[config.mk]
export PLATFORM = sky130hd
export DESIGN_NAME = uart_rx_flat
export DESIGN_NICKNAME = d
export VERILOG_FILES = /design/src/rtl/uart_pkg.sv /design/src/rtl/uart_rx_if.sv /design/src/rtl/uart_sync2.sv /design/src/rtl/uart_rx.sv /design/src/flat_wrapper.sv
export SDC_FILE = /design/constraint.sdc
export NUM_CORES = 1
export LEC_CHECK = 0
export CAP_MARGIN = 15
export CELL_PAD_IN_SITES_DETAIL_PLACEMENT = 1
export CELL_PAD_IN_SITES_GLOBAL_PLACEMENT = 2
export CORE_ASPECT_RATIO = 1.4
export CORE_UTILIZATION = 36
export DETAILED_ROUTE_END_ITERATION = 10
export MAX_ROUTING_LAYER = met4
export PLACE_DENSITY = 0.82
export SETUP_SLACK_MARGIN = 0.1
export SLEW_MARGIN = 20
export SYNTH_ARGS = -nofsm -noshare
export SYNTH_HDL_FRONTEND = slang
export SYNTH_SLANG_ARGS = --single-unit
export TNS_END_PERCENT = 30
[constraint.sdc]
create_clock -name rx_clk -period 2.4 [get_ports rx_clk]
set_clock_uncertainty 0.2 [all_clocks]
set_input_delay 0.72 -clock rx_clk [delete_from_list [all_inputs] [get_ports rx_clk]]
set_output_delay 0.72 -clock rx_clk [all_outputs]
set_load 0.02 [all_outputs]
[src/rtl/uart_pkg.sv]
`timescale 1ns/1ps
// uart_pkg: shared receiver types and constants (FSM state encoding, frame data width)
package uart_pkg;
  typedef enum logic [2:0] {IDLE, START, DATA, STOP, BREAK} state_t;
  localparam int DATA_BITS = 8;
endpackage

[src/rtl/uart_rx_if.sv]
`timescale 1ns/1ps
// uart_rx_if: serial line in, received byte and strobes out
//   rx_in    serial line, idles high
//   rx_out   last correctly framed byte
//   rx_valid one-cycle pulse when rx_out updates
//   rx_err   one-cycle pulse on a framing error
//   master = line driver / byte consumer, slave = receiver
interface uart_rx_if;
  import uart_pkg::*;
  logic                 rx_in;
  logic [DATA_BITS-1:0] rx_out;
  logic                 rx_valid;
  logic                 rx_err;
  modport master (output rx_in, input rx_out, rx_valid, rx_err);
  modport slave (input rx_in, output rx_out, rx_valid, rx_err);
endinterface

[src/rtl/uart_sync2.sv]
`timescale 1ns/1ps
// uart_sync2: two-flop synchronizer, resets to 1 so an idle line never looks like a start bit
//   rx_clk clock, rx_rst sync active-high reset, i_d async input, o_q synchronized output
module uart_sync2 (
  input  logic rx_clk,
  input  logic rx_rst,
  input  logic i_d,
  output logic o_q
);
  logic [1:0] r_sync;
  always_ff @(posedge rx_clk)
    r_sync <= rx_rst ? 2'b11 : {r_sync[0], i_d};
  assign o_q = r_sync[1];
endmodule

[src/rtl/uart_rx.sv]
`timescale 1ns/1ps
// uart_rx: 8N1 serial receiver sampling each bit at its midpoint
//   rx_clk clock, rx_rst sync active-high reset
//   bus.rx_in serial line in; bus.rx_out held last good byte;
//   bus.rx_valid byte strobe; bus.rx_err framing-error strobe
module uart_rx
  import uart_pkg::*;
#(
  parameter int CLKS_PER_BIT = 521
) (
  input logic      rx_clk,
  input logic      rx_rst,
  uart_rx_if.slave bus
);
  localparam int CW = $clog2(CLKS_PER_BIT);
  localparam logic [CW-1:0] HALF = CW'((CLKS_PER_BIT - 1) / 2);
  localparam logic [CW-1:0] LAST = CW'(CLKS_PER_BIT - 1);
  localparam logic [2:0] TOP = 3'(DATA_BITS - 1);
  state_t               r_state, w_state;
  logic [CW-1:0]        r_cnt, w_cnt;
  logic [2:0]           r_idx, w_idx;
  logic [DATA_BITS-1:0] r_shift, w_shift, r_out, w_out;
  logic                 r_valid, w_valid, r_err, w_err;
  logic                 w_rxs;
  uart_sync2 u_sync (.rx_clk(rx_clk), .rx_rst(rx_rst), .i_d(bus.rx_in), .o_q(w_rxs));
  always_ff @(posedge rx_clk)
    if (rx_rst) begin
      r_state <= IDLE;
      r_cnt   <= '0;
      r_idx   <= '0;
      r_shift <= '0;
      r_out   <= '0;
      r_valid <= 1'b0;
      r_err   <= 1'b0;
    end else begin
      r_state <= w_state;
      r_cnt   <= w_cnt;
      r_idx   <= w_idx;
      r_shift <= w_shift;
      r_out   <= w_out;
      r_valid <= w_valid;
      r_err   <= w_err;
    end
  // START waits half a bit so every later full-bit wait lands mid-bit;
  // STOP leaves at mid-stop-bit so a following start edge is never missed.
  always_comb begin
    w_state = r_state;
    w_cnt   = r_cnt + 1'b1;
    w_idx   = r_idx;
    w_shift = r_shift;
    w_out   = r_out;
    w_valid = 1'b0;
    w_err   = 1'b0;
    case (r_state)
      IDLE: begin
        w_cnt   = '0;
        w_state = w_rxs ? IDLE : START;
      end
      START:
        if (r_cnt == HALF) begin
          w_cnt   = '0;
          w_state = w_rxs ? IDLE : DATA;
        end
      DATA:
        if (r_cnt == LAST) begin
          w_cnt          = '0;
          w_shift[r_idx] = w_rxs;
          w_idx          = r_idx + 3'd1;
          w_state        = (r_idx == TOP) ? STOP : DATA;
        end
      STOP:
        if (r_cnt == LAST) begin
          w_cnt   = '0;
          w_out   = w_rxs ? r_shift : r_out;
          w_valid = w_rxs;
          w_err   = ~w_rxs;
          w_state = w_rxs ? IDLE : BREAK;
        end
      BREAK: begin
        w_cnt   = '0;
        w_state = w_rxs ? IDLE : BREAK;
      end
      default: begin
        w_cnt   = '0;
        w_state = IDLE;
      end
    endcase
  end
  assign bus.rx_out   = r_out;
  assign bus.rx_valid = r_valid;
  assign bus.rx_err   = r_err;
endmodule

[src/flat_wrapper.sv]
// flat-port wrapper written by rule: the top's interface ports become plain ports
module uart_rx_flat import uart_pkg::*;
#(
  parameter int CLKS_PER_BIT = 521
)
  (rx_clk, rx_rst, bus_rx_in, bus_rx_out, bus_rx_valid, bus_rx_err);
  uart_rx_if bus_i ();
  input logic rx_clk;
  input logic rx_rst;
  input wire logic [$bits(bus_i.rx_in)-1:0] bus_rx_in;
  output wire logic [$bits(bus_i.rx_out)-1:0] bus_rx_out;
  output wire logic [$bits(bus_i.rx_valid)-1:0] bus_rx_valid;
  output wire logic [$bits(bus_i.rx_err)-1:0] bus_rx_err;
  assign bus_i.rx_in = bus_rx_in;
  assign bus_rx_out = bus_i.rx_out;
  assign bus_rx_valid = bus_i.rx_valid;
  assign bus_rx_err = bus_i.rx_err;
  uart_rx #(.CLKS_PER_BIT(CLKS_PER_BIT)) u_core (.rx_clk(rx_clk), .rx_rst(rx_rst), .bus(bus_i));
endmodule
==> results of run 1 <==
-- metal layers --
| layer | wire (um) | vias up |
|---|---|---|
| met5 | 0 | - |
| met4 | 58 | 0 |
| met3 | 66 | 5 |
| met2 | 1720 | 11 |
| met1 | 1350 | 562 |
| li1 | - | 583 |
-- power by group through the flow --
stage / sequential (W) / combinational, W / clock [W]
finish: 0.000602 / 0.0000218 / 0.000464
global placement: 0.000616 / 0.0000216 / 0
global route: 0.000602 / 0.0000246 / 0.000516
floorplan: 0.000614 / 0.0000164 / 0
detailed placement: 0.000616 / 0.0000224 / 0
CTS: 0.000602 / 0.0000226 / 0.000479
-- layout by cell type (no fill, tap or decap), types with 2 or more instances in the layout --
cell / synthesis / layout
dfxtp_1: 36 / 36
nor2_1: 28 / 28
mux2i_1: 18 / 18
clkdlybuf4s50_1: 0 / 12
nand2b_1: 10 / 10
clkbuf_8: 0 / 7
nand4_1: 6 / 6
xor2_1: 6 / 6
nand3_1: 6 / 6
inv_1: 5 / 5
ha_1: 4 / 4
xnor2_1: 3 / 3
a21oi_1: 3 / 3
nand3b_1: 3 / 3
nor3b_1: 2 / 2
and4_1: 2 / 2
a31oi_1: 2 / 2
and3_1: 2 / 2
o21ai_0: 2 / 2
or2_2: 2 / 2
nor3_1: 2 / 2
nor4_1: 2 / 2
nor2b_1: 2 / 2
buf_4: 0 / 2
-- logic make-up (layout without fill, tap and decap cells) --
| group | Yosys count | count (layout) |
|---|---|---|
| multiplexers | 18 | 18 |
| flip-flops | 36 | 36 |
| XOR/XNOR | 9 | 9 |
| AO/OA/AOI/OAI | 8 | 8 |
| buffers and inverters | 14 | 26 |
| adder cells (fa/ha/maj) | 4 | 4 |
| AND/OR/NAND/NOR | 75 | 75 |
-- state kept, by name (all words and copies together), names as in the netlist --
| signal | cells |
|---|---|
| u_core.bus.rx_valid | 1 |
| u_core.r_idx | 3 |
| u_core.u_sync.r_sync | 2 |
| u_core.r_cnt | 10 |
| u_core.r_state | 3 |
| u_core.r_shift | 8 |
| u_core.bus.rx_out | 8 |
| u_core.bus.rx_err | 1 |
-- worst paths after layout --
path | end | slack, ps
worst min-delay path | u_core.u_sync.r_sync[1] | 220
worst min register to register | u_core.u_sync.r_sync[1] | 220
worst max register to register | u_core.r_shift[6] | 270
worst max-delay path | bus_rx_out[7] | 260
-- final cells by class --
type / count / area, sq um / share of cell area, %
Multi-Input combinational cell: 114 / 791 / 43.5
Sequential cell: 36 / 721 / 39.6
Timing Repair Buffer: 14 / 135 / 7.43
Clock buffer: 7 / 96.3 / 5.30
Tap cell: 45 / 56.3 / 3.10
Inverter: 5 / 18.8 / 1.03
-- stage by stage --
stage	std cells	util [%]	area, sq um
2_1_floorplan	164	-	1570
3_3_place_gp	214	41.0	1720
3_5_place_dp	214	41.0	1720
4_1_cts	221	43.2	1820
5_1_grt	221	43.2	1820
6_report	221	43.2	1820
==> out/metrics.yaml, run 1 <==
logic_synthesis:
  async_flop_share_pct: 0
  synth_top_cells_by_count: "dfxtp_1, nor2_1, mux2i_1"
  syn_nets: 171
  postSynthCellCount: 164
  synth_edf_count: 0
  synthMuxAreaShare_pct: 11.5
  synth_adder_area_share_pct: 3.18
  synthTopCellsByArea: "dfxtp_1, mux2i_1, nor2_1"
  synthXorXnorAreaFrac_pct: 5.01
  synth_compound_area_share_pct: 2.94
  yosysSeqAreaShare_pct: 45.8
  syn_area_per_cell_sq_um: 9.59
  synth.most_common_cell: "dfxtp_1"
  synth.distinct_cells: 34
  synth-simple-area-share_pct: 27.7
  synth_area_sq_um: 1570
  ys_ff_latch: 36
  synth_top_area_share_pct: 45.8
  synth-main-ff-cell: "dfxtp_1"
  synth_top_family_by_area: "simple AND/OR/NAND/NOR gates"
  yosysTopAreaCell: "dfxtp_1"
  yosysWarnings: 0
worst_setup_path:
  critPathLaunch: "u_core.bus.rx_out[7]"
  cp_max_fo: 2
  cp-start-kind: "register"
  path_cells: "clkdlybuf4s50_1"
  cp_num_buf_inv: 1
  required_ps: 1480
  critPathTopFamily: "buffers and inverters"
  r2r_start: "u_core.r_cnt[0]"
  worst-path-stages: 1
  cp_slowest_cell: "clkdlybuf4s50_1"
  critPathKind: "register to output port"
  slowest_delay_ps: 610
  worst_ep_arrival_time_ps: 1220
  end_kind: "output port"
  rr_worst_depth: 6
placed_design:
  globalplace.congestion: 0.717
  pre_cts_slack_ps: 165
  hpwl_um: 2310
  io_buffers: 12
clock_tree:
  post_cts.repair.setup_buffers: 0
  cts_max_level: 2
  cts_tree: "yes"
  ctsResizeCount: 0
  clk_pin_slew_ps: 70
  cts_buffers: 5
  clock_latency_ps: 290
  clk_path_buf_depth: 2
  cts.sinks: 36
  holdBufCountCts: 0
  clockRootBuffer: "clkbuf_8"
global_route:
  grt_pass1_vias: 1229
  grt_util_met1_pct: 18.1
  grt_util_met3_pct: 4.35
  antenna_found_initial: 0
  top_usage_layer: "met2"
  grt_pass1_wl_um: 5750
  use_met2_pct: 28.9
  grt_max_degree: 21
  grt-ovfl-total: 0
  grtUsageTotal_pct: 16.8
timing:
  relSlewSlack_pct: 69.4
  holdWs_ps: 219
  max_freq_ghz: 0.467
  setup_slack_ps: 258
  rsz0062_at_grt: "false"
  setup_tns_ps: 0
  post-route-period-util_pct: 89.3
  tightest_slew_ps: 459
  drv_slew: 0
  hold_violations: 0
  setup_viol: 0
  min_period_ps: 2140
route:
  drt_iter0_drc: 38
  first_pass_iters: 7
  via_count: 1161
  drc_errors: 2
  ant_nets: 0
  routedWlPerCell_um: 14.5
  wl_um: 3200
  via_per_inst: 5.25
finish:
  fillers: 498
  fin_nets: 183
  area_growth_pct: 15.6
  antenna_cells: 0
  layout-drive-gt1-share_pct: 7.39
min_path:
  worstHoldStart: "u_core.u_sync.r_sync[0]"
  hp-class: "register to register"
  min_delay_path_depth: 1
power:
  peakVddDrop_mv: 0.275
  switching_share_pct: 20.5
  power.total_w: 0.00109
  power.internal_w: 0.000865
  pwr-share-seq_pct: 55.3
  switchingPower_w: 0.000223
  pwr_density_cell_nw_per_um2: 598
  pwr-share-clk_pct: 42.6
  comb_power_share_pct: 2.0
  leakage_nw: 0.759
run:
  maxCapViolCount: 0
floorplanning:
  dieWidth_um: 57.9
  coreArea_sq_um: 4200
  pin_count: 13
  std_cell_rows: 28
  die_h_um: 80.2
  start_util_pct: 37.4
  dieArea_sq_um: 4640
run_status:
  status: "finished, violations left"
  violations: "DRC"
Note: power is estimated with default switching activity, not from simulation.
==> run 2: changes to the inputs <==
Settings changed: CORE_ASPECT_RATIO 1.4 to 0.75.
==> run 2 against run 1 <==
Against the previous run: the run now ends clean; final area increased by 1.1%; clock-buffer cell count did not move; die area about the same; utilization is 1.3 points higher; critical path type unchanged; highest routed layer unchanged.
==> out/metrics.yaml, run 2 (same netlist as run 1, synthesis figures left out) <==
run_status:
  status: "completed"  # was finished, violations left
finish:
  final_cells: 232  # was 221
  final_common_cell: "dfxtp_1"  # unchanged
  fin_util_pct: 44.5  # was 43.2%
  fillers: 476  # was 498
  area_growth_pct: 16.9  # was 15.6%
  stdcell_area_sq_um: 1840  # was 1820 sq um
  layout-drive-gt1-share_pct: 7.91  # was 7.39%
  seq_area_sq_um: 721  # unchanged
  antenna_cells: 0  # unchanged
  final_cell_mix: "dfxtp_1, nor2_1, mux2i_1"  # unchanged
  largest_reg_flops: 10  # unchanged
  regMostFlops: "u_core.r_cnt"  # unchanged
  fin_nets: 184  # was 183
  multiInputGateArea_sq_um: 791  # unchanged
power:
  pwr_density_cell_nw_per_um2: 599  # was 598 nW/um^2
  peakVddDrop_mv: 0.234  # was 0.275 mV
  switchingPower_w: 0.000236  # was 0.000223 W
  pwr-share-seq_pct: 54.7  # was 55.3%
  pwr-share-clk_pct: 43.2  # was 42.6%
  leakage_nw: 0.764  # was 0.759 nW
  power.internal_w: 0.000866  # was 0.000865 W
  comb_power_share_pct: 2.1  # was 2.0%
  switching_share_pct: 21.4  # was 20.5%
worst_setup_path:
  slowest_delay_ps: 610  # about the same
  required_ps: 1480  # about the same
  critPathKind: "register to output port"  # unchanged
  cp_max_fo: 2  # unchanged
  r2r_slack_ps: 300  # was 270 ps
  cp_num_buf_inv: 1  # unchanged
  path_cells: "clkdlybuf4s50_1"  # unchanged
  cp-start-kind: "register"  # unchanged
  worst_ep_arrival_time_ps: 1230  # was 1220 ps
  rr_worst_depth: 6  # unchanged
  cp_slowest_cell: "clkdlybuf4s50_1"  # unchanged
  r2r_start: "u_core.r_cnt[0]"  # unchanged
  r2r-end: "u_core.r_shift[7]"  # was u_core.r_shift[6]
  end_kind: "output port"  # unchanged
  critPathTopFamily: "buffers and inverters"  # unchanged
global_route:
  antenna_found_initial: 0  # unchanged
  grt-ovfl-total: 0  # unchanged
  grt_pass1_vias: 1173  # was 1229
  grt_pass1_wl_um: 5630  # was 5750 um
  grtUsageTotal_pct: 16.9  # was 16.8%
  grt_max_degree: 19  # was 21
placed_design:
  place_inst: 225  # was 214
  io_buffers: 12  # unchanged
  dpl_cell_area_sq_um: 1740  # was 1720 sq um
  hpwl_um: 2270  # was 2310 um
  globalplace.congestion: 0.741  # was 0.717
floorplanning:
  std_cell_rows: 20  # was 28
  die_h_um: 59.2  # was 80.2 um
  dieArea_sq_um: 4640  # about the same
  dieWidth_um: 78.3  # was 57.9 um
  start_util_pct: 38.1  # was 37.4%
  pin_count: 13  # unchanged
  coreArea_sq_um: 4130  # was 4200 sq um
route:
  ant_nets: 0  # unchanged
  first_pass_iters: 2  # was 7
  via_count: 1141  # was 1161
  drc_errors: 0  # was 2
  via_per_inst: 4.92  # was 5.25
  drt_iter0_drc: 35  # was 38
  wl_um: 3240  # was 3200 um
  routedWlPerCell_um: 14.0  # was 14.5 um
timing:
  hold_violations: 0  # unchanged
  max_freq_ghz: 0.464  # was 0.467 GHz
  tightest_slew_ps: 468  # was 459 ps
  rsz0062_at_grt: "false"  # unchanged
  post-route-period-util_pct: 89.8  # was 89.3%
  min_period_ps: 2150  # was 2140 ps
  setup_viol: 0  # unchanged
  drv_slew: 0  # unchanged
  relSlewSlack_pct: 68.7  # was 69.4%
  setup_tns_ps: 0  # unchanged
clock_tree:
  post_cts.repair.setup_buffers: 0  # unchanged
  clk_path_buf_depth: 2  # unchanged
  ctsResizeCount: 0  # unchanged
  cts_max_level: 2  # unchanged
  holdBufCountCts: 0  # unchanged
  clock_latency_ps: 290  # about the same
  cts_buffers: 5  # unchanged
  clk_pin_slew_ps: 70  # about the same
  cts_tree: "yes"  # unchanged
  clockRootBuffer: "clkbuf_8"  # unchanged
  cts.sinks: 36  # unchanged
min_path:
  holdPathEnd: "u_core.u_sync.r_sync[1]"  # unchanged
  worstHoldStart: "u_core.u_sync.r_sync[0]"  # unchanged
  min_delay_path_depth: 1  # unchanged
  hp-class: "register to register"  # unchanged
run:
  maxCapViolCount: 0  # unchanged
==> run 2: layer usage <==
| layer | wire, um | vias up | global-route usage [%] |
|---|---|---|---|
| met5 | 0 | - | - |
| met4 | 82 | 0 | 10.3 |
| met3 | 100 | 8 | 4.62 |
| met2 | 1330 | 13 | 24.1 |
| met1 | 1730 | 532 | 21.5 |
| li1 | - | 588 | - |
==> run 2: worst max-delay path by stage <==
stage	cells after the start	start	end
2_1_floorplan	4	rx_rst	u_core.bus.rx_out[0]
3_3_place_gp	6	u_core.r_cnt[0]	u_core.r_shift[7]
3_5_place_dp	4	rx_rst	u_core.r_shift[0]
4_1_cts	1	u_core.bus.rx_out[6]	bus_rx_out[6]
5_1_grt	6	u_core.r_cnt[1]	u_core.r_shift[7]
6_report	1	u_core.bus.rx_out[0]	bus_rx_out[0]
==> run 2: area by class of cell <==
cell class,instances,share of cell area (%)
clock buffer,7,5.24
inverter,5,1.02
multi-input combinational,114,43.0
sequential,36,39.2
tap,55,3.74
timing repair buffer,15,7.76
==> run 2: stage by stage <==
stage | total power (W) | setup slack (ps) | hold WS (ps)
finish | 0.00110 | 245 | 214
global route | 0.00114 | 162 | 256
CTS | 0.00111 | 222 | 223
detailed placement | 0.000640 | 325 | 206
global placement | 0.000639 | 355 | 201
floorplan | 0.000630 | 546 | 189
==> run 2: power by group through the flow <==
stage / Sequential (W) / Combinational (W) / Clock [W]
2_1_floorplan: 0.000614 / 0.0000164 / 0
3_3_place_gp: 0.000616 / 0.0000228 / 0
3_5_place_dp: 0.000616 / 0.0000241 / 0
4_1_cts: 0.000602 / 0.0000242 / 0.000485
5_1_grt: 0.000602 / 0.0000262 / 0.000512
6_report: 0.000602 / 0.0000236 / 0.000476
